### src/rtl/pipe_stage_hs_if.sv
// Handshake and payload bundle between an upstream stage, pipe_stage_hs and its consumer.
interface pipe_stage_hs_if #(
   parameter int unsigned DATA_W = 96,
   parameter int unsigned KEEP_W = 33
);
   logic              in_valid;
   logic              in_ready;
   logic [DATA_W-1:0] in_data;
   logic [KEEP_W-1:0] in_keep;
   logic              flush;
   logic              out_valid;
   logic              out_ready;
   logic [DATA_W-1:0] out_data;
   logic [KEEP_W-1:0] out_keep;
   logic [1:0]        occ;

   modport master (
      output in_valid, in_data, in_keep, flush, out_ready,
      input  in_ready, out_valid, out_data, out_keep, occ
   );

   modport slave (
      input  in_valid, in_data, in_keep, flush, out_ready,
      output in_ready, out_valid, out_data, out_keep, occ
   );
endinterface

### src/rtl/pipe_stage_hs.sv
// Pipeline-stage register with valid/ready handshake, synchronous flush of DATA (KEEP survives).
// Define PIPE_SKID_EN for a two-entry skid version with a registered in_ready.
module pipe_stage_hs #(
   parameter int unsigned       DATA_W   = 96,
   parameter int unsigned       KEEP_W   = 33,
   parameter logic [KEEP_W-1:0] KEEP_RST = {32'h0000_3000, 1'b0}
) (
   input logic            clk,
   input logic            reset,
   pipe_stage_hs_if.slave bus
);

   typedef enum logic [1:0] {
      EMPTY = 2'd0,
      ONE   = 2'd1,
      TWO   = 2'd2
   } state_e;

   state_e            state_q, state_d;
   logic [DATA_W-1:0] main_data_q, main_data_d;
   logic [KEEP_W-1:0] main_keep_q, main_keep_d;
   logic              in_rdy;
   logic              tin;
   logic              tout;
`ifdef PIPE_SKID_EN
   logic [DATA_W-1:0] skid_data_q, skid_data_d;
   logic [KEEP_W-1:0] skid_keep_q, skid_keep_d;
   logic              rdy_q, rdy_d;
`endif

   assign tin  = bus.in_valid & in_rdy;
   assign tout = (state_q != EMPTY) & bus.out_ready;

   always_ff @(posedge clk or negedge reset) begin
      if (!reset) begin
         state_q <= EMPTY;
      end else begin
         state_q <= state_d;
      end
   end

   // Flush overrides the handshake: the slot is refilled only by a concurrent input beat.
   always_comb begin
      state_d = state_q;
      if (bus.flush) begin
         state_d = bus.in_valid ? ONE : EMPTY;
      end else begin
         case (state_q)
            EMPTY: if (tin) state_d = ONE;
            ONE: begin
               if (!tin && tout) state_d = EMPTY;
`ifdef PIPE_SKID_EN
               else if (tin && !tout) state_d = TWO;
`endif
            end
`ifdef PIPE_SKID_EN
            TWO: if (tout) state_d = ONE;
`endif
            default: state_d = EMPTY;
         endcase
      end
   end

   always_comb begin
      main_data_d = main_data_q;
      main_keep_d = main_keep_q;
`ifdef PIPE_SKID_EN
      skid_data_d = skid_data_q;
      skid_keep_d = skid_keep_q;
`endif
      if (bus.flush) begin
         main_data_d = '0;
         if (bus.in_valid) main_keep_d = bus.in_keep;
`ifdef PIPE_SKID_EN
         skid_data_d = '0;
`endif
      end else begin
`ifdef PIPE_SKID_EN
         // A beat arriving while the main slot stalls parks in SKID; SKID drains into MAIN first.
         if (state_q == TWO) begin
            if (tout) begin
               main_data_d = skid_data_q;
               main_keep_d = skid_keep_q;
            end
         end else if (tin) begin
            if (state_q == ONE && !tout) begin
               skid_data_d = bus.in_data;
               skid_keep_d = bus.in_keep;
            end else begin
               main_data_d = bus.in_data;
               main_keep_d = bus.in_keep;
            end
         end
`else
         if (tin) begin
            main_data_d = bus.in_data;
            main_keep_d = bus.in_keep;
         end
`endif
      end
   end

`ifdef PIPE_SKID_EN
   assign rdy_d = (state_d != TWO);
`endif

   always_ff @(posedge clk or negedge reset) begin
      if (!reset) begin
         main_data_q <= '0;
         main_keep_q <= KEEP_RST;
`ifdef PIPE_SKID_EN
         skid_data_q <= '0;
         skid_keep_q <= '0;
         rdy_q       <= 1'b1;
`endif
      end else begin
         main_data_q <= main_data_d;
         main_keep_q <= main_keep_d;
`ifdef PIPE_SKID_EN
         skid_data_q <= skid_data_d;
         skid_keep_q <= skid_keep_d;
         rdy_q       <= rdy_d;
`endif
      end
   end

   always_comb begin
`ifdef PIPE_SKID_EN
      in_rdy = rdy_q | bus.flush;
`else
      in_rdy = (state_q == EMPTY) | bus.out_ready | bus.flush;
`endif
      bus.in_ready  = in_rdy;
      bus.out_valid = (state_q != EMPTY);
      bus.out_data  = main_data_q;
      bus.out_keep  = main_keep_q;
      bus.occ       = state_q;
   end

endmodule
### src/flat_wrapper.sv
// flat-port wrapper written by rule: the top's interface ports become plain ports
module pipe_stage_hs_flat 
#(
   parameter int unsigned       DATA_W   = 96,
   parameter int unsigned       KEEP_W   = 33,
   parameter logic [KEEP_W-1:0] KEEP_RST = {32'h0000_3000, 1'b0}
)
  (clk, reset, bus_in_valid, bus_in_data, bus_in_keep, bus_flush, bus_out_ready, bus_in_ready, bus_out_valid, bus_out_data, bus_out_keep, bus_occ);
  pipe_stage_hs_if #(.DATA_W(DATA_W), .KEEP_W(KEEP_W)) bus_i ();
  input logic clk;
  input logic reset;
  input wire logic [$bits(bus_i.in_valid)-1:0] bus_in_valid;
  input wire logic [$bits(bus_i.in_data)-1:0] bus_in_data;
  input wire logic [$bits(bus_i.in_keep)-1:0] bus_in_keep;
  input wire logic [$bits(bus_i.flush)-1:0] bus_flush;
  input wire logic [$bits(bus_i.out_ready)-1:0] bus_out_ready;
  output wire logic [$bits(bus_i.in_ready)-1:0] bus_in_ready;
  output wire logic [$bits(bus_i.out_valid)-1:0] bus_out_valid;
  output wire logic [$bits(bus_i.out_data)-1:0] bus_out_data;
  output wire logic [$bits(bus_i.out_keep)-1:0] bus_out_keep;
  output wire logic [$bits(bus_i.occ)-1:0] bus_occ;
  assign bus_i.in_valid = bus_in_valid;
  assign bus_i.in_data = bus_in_data;
  assign bus_i.in_keep = bus_in_keep;
  assign bus_i.flush = bus_flush;
  assign bus_i.out_ready = bus_out_ready;
  assign bus_in_ready = bus_i.in_ready;
  assign bus_out_valid = bus_i.out_valid;
  assign bus_out_data = bus_i.out_data;
  assign bus_out_keep = bus_i.out_keep;
  assign bus_occ = bus_i.occ;
  pipe_stage_hs #(.DATA_W(DATA_W), .KEEP_W(KEEP_W), .KEEP_RST(KEEP_RST)) u_core (.clk(clk), .reset(reset), .bus(bus_i));
endmodule
### config.mk
export PLATFORM = sky130hd
export DESIGN_NAME = pipe_stage_hs_flat
export DESIGN_NICKNAME = d
export VERILOG_FILES = /design/src/rtl/pipe_stage_hs_if.sv /design/src/rtl/pipe_stage_hs.sv /design/src/flat_wrapper.sv
export SDC_FILE = /design/constraint.sdc
export NUM_CORES = 1
export LEC_CHECK = 0
export ABC_AREA = 1
export CAP_MARGIN = 10
export CORE_ASPECT_RATIO = 1.1
export CORE_MARGIN = 1
export CORE_UTILIZATION = 40
export CTS_BUF_LIST = sky130_fd_sc_hd__clkbuf_8 sky130_fd_sc_hd__clkbuf_16
export DETAILED_ROUTE_END_ITERATION = 10
export PLACE_DENSITY = 0.82
export SETUP_SLACK_MARGIN = 0.2
export SYNTH_ARGS = -nofsm -noshare
export SYNTH_HDL_FRONTEND = slang
export SYNTH_SLANG_ARGS = --single-unit
### constraint.sdc
create_clock -name clk -period 1.6 [get_ports clk]
set_clock_uncertainty 0.1 [all_clocks]
set_input_delay 0.24 -clock clk [delete_from_list [all_inputs] [get_ports clk]]
set_output_delay 0.24 -clock clk [all_outputs]
set_load 0.01 [all_outputs]
==> results.py <==
metrics = {
    "placement": {
        "dpl.hpwl_microns": 11700,
        "gp_congestion": 0.791,
        "place_inst": 974,
        "pre_cts_ws_ps": -178,
        "port-buffer-count": 265,
    },
    "synth": {
        "yosys_warnings": 0,
        "yosysUniqueCellTypes": 15,
        "synthesis.nets": 713,
        "syn_inst": 579,
        "syn_area_sq_um": 5280,
        "yosysSeqAreaShare": 0.617,
        "synth-seq-cells": 130,
        "yosysTopAreaCellShare": 0.607,
        "yosysTopAreaCell": "dfrtp_1",
        "avgSynthCellArea_sq_um": 9.12,
        "synth_area_leaders": "dfrtp_1 61%, nand2_1 18%, nand4_1 11%",
    },
    "clocking": {
        "insertion_delay_ps": 410,
        "numClockSinks": 130,
        "htree_levels": 4,
        "cts_buffer_depth": 2,
        "cts-root-buf": "clkbuf_16",
        "cts_buffers": 17,
        "clk_pin_slew_worst_paths_ps": 60,
        "cts_tree": "yes",
    },
    "sta": {
        "rsz0062_at_grt": "true",
        "finalSetupViolations": 0,
        "post-route-period-util": 0.903,
        "drv_slew": 0,
        "fmax_mhz": 692,
        "hold_violations": 0,
        "min_period_ps": 1440,
        "fin_tns_setup_ps": 0,
        "holdWs_ps": 130,
        "worst_slack_ps": 156,
    },
    "routing": {
        "wl_per_cell_microns": 17.4,
        "drt_wl_total_microns": 17700,
        "via_per_inst": 5.34,
        "vias": 5416,
        "drt-initial-drc-count": 396,
        "drt_pass1_iterations": 8,
        "post-route-drc-count": 20,
        "ant_nets": 0,
    },
    "finish": {
        "drive_gt1_frac": 0.197,
        "diodes": 0,
        "final_cell_mix": "260 x nand2_1, 131 x clkdlybuf4s50_1, 128 x dfrtp_1",
        "stdcell_count": 1015,
        "fill_cells": 1031,
        "nets": 979,
        "syn_to_final_growth_pct": 61.8,
        "layout_commonest_cell": "nand2_1",
    },
    "power_and_ir_drop": {
        "p_per_area_nw_per_um2": 1050,
        "max-vdd-ir-drop_uv": 693,
        "p_leak_nw": 4.48,
        "swShare": 0.248,
        "seq_power_share": 0.410,
        "p_int_w": 0.00674,
        "comb_power_share": 0.167,
        "p_sw_w": 0.00222,
        "clockPowerShare": 0.423,
    },
    "die": {
        "dieArea_sq_um": 13700,
        "die_y_microns": 123,
        "design.portCount": 267,
        "start_util": 0.414,
        "num_rows": 43,
        "core_area_sq_um": 12800,
        "die_x_microns": 112,
    },
    "global_routing": {
        "gr-total-overflow": 0,
        "gr-usage-all-layers": 0.253,
        "grt_pass1_wl_microns": 26600,
        "first_global_vias": 5400,
        "grt_max_degree": 68,
        "antenna_found_initial": 0,
    },
    "setup_path": {
        "critPathKind": "flop to flop",
        "crit_fanout": 11,
        "worstPathRequired_ps": 1840,
        "cp-start-kind": "flop",
        "critPathArrivalTime_ps": 1680,
        "cp-end-kind": "flop",
    },
    "run": {
        "drv_cap": 0,
    },
    "outcome": {
        "status": "finished, violations left",
        "violations": "DRC",
    },
    "hold_path": {
        "hold_class": "input port to flop",
    },
}
## path summary, 6_finish.rpt
| path | start | to | slack, ps | cells past startpoint |
|---|---|---|---|---|
| setup / recovery | u_core.bus.occ[0]$_DFFE_PN0P_ | u_core.bus.out_data[70]$_DFFE_PN0P_ | 160 | 7 |
| hold / removal | bus_in_valid | u_core.bus.out_data[11]$_DFFE_PN0P_ | 130 | 3 |
| setup reg to reg | u_core.bus.occ[0]$_DFFE_PN0P_ | u_core.bus.out_data[70]$_DFFE_PN0P_ | 160 | 7 |
| hold reg to reg | u_core.bus.out_keep[17]$_DFFE_PN0P_ | u_core.bus.out_keep[17]$_DFFE_PN0P_ | 370 | 2 |
| max in group asynchronous | reset | u_core.bus.out_keep[13]$_DFFE_PN1P_ | 600 | 3 |
| min in group asynchronous | reset | u_core.bus.out_data[69]$_DFFE_PN0P_ | 240 | 2 |
## registers in the layout (all words and copies together), names as in the netlist
register,cells
u_core.bus.out_data,96
u_core.bus.out_keep,33
u_core.bus.occ,1
## stage by stage
stage | utilization | cell area (sq um) | power [W]
after global placement | 0.644 | 8220 | 0.00529
final | 0.670 | 8540 | 0.00895
after detailed placement | 0.644 | 8220 | 0.00533
after global routing | 0.670 | 8540 | 0.00930
after CTS | 0.692 | 8830 | 0.00903
after floorplan | - | 5280 | 0.00423
## worst max-delay path, cell delays in order, from the launching register on
cell     delay, ps
dfrtp_1        400
buf_6          140
nand2_4         80
a21oi_4        170
buf_12         170
buf_12         150
nand2_1         50
nand2_1        100
## kinds of logic after synthesis
kind of cell / Yosys count / synth area share
AOI/OAI and AO/OA: 1 / 0.00308
DFF: 130 / 0.617
buffers and inverters: 56 / 0.0467
other: 1 / 0.000710
and+or+nand+nor: 391 / 0.333
## layout make-up
type                    instances  area [sq um]  area share
multi-input cells             393          1780       0.209
clock inverters                10          92.6      0.0108
clock buffers                  22           494      0.0579
repair buffers                300          2710       0.317
flip-flops and latches        130          3260       0.381
well taps                     157           196      0.0230
inverters                       3          11.3     0.00132
## power groups by stage
stage	Clock, W	Sequential, W	Combinational (W)
3_5_place_dp	0	0.00372	0.00161
2_1_floorplan	0	0.00382	0.000408
6_report	0.00379	0.00367	0.00149
3_3_place_gp	0	0.00371	0.00158
5_1_grt	0.00399	0.00370	0.00161
4_1_cts	0.00384	0.00367	0.00152
## timing repair
action | 4_1_cts | 5_1_grt
hold endpoints to repair | 116 | 0
resized for setup | 303 | 88
pin swaps | 0 | 2
gates cloned | 0 | 4
buffers inserted | 0 | 4
endpoints found under the setup margin | 189 | 187
hold buffers | 1 | 0
## synthesized netlist by cell type, drive strengths merged
cell type  count
a21oi          1
buf           33
clkbuf        20
conb           1
dfrtp        128
dfstp          2
inv            3
nand2        261
nand3         34
nand4         96
## metal layers
metal  up-vias  global-route usage  wire (microns)
met1      2600               0.287            6540
met2       299               0.423            8840
met5         -                   0               0
met3        55              0.0815            1650
met4         0               0.146             639
li1       2462                   -               -
(Power assumes the default switching activity.)
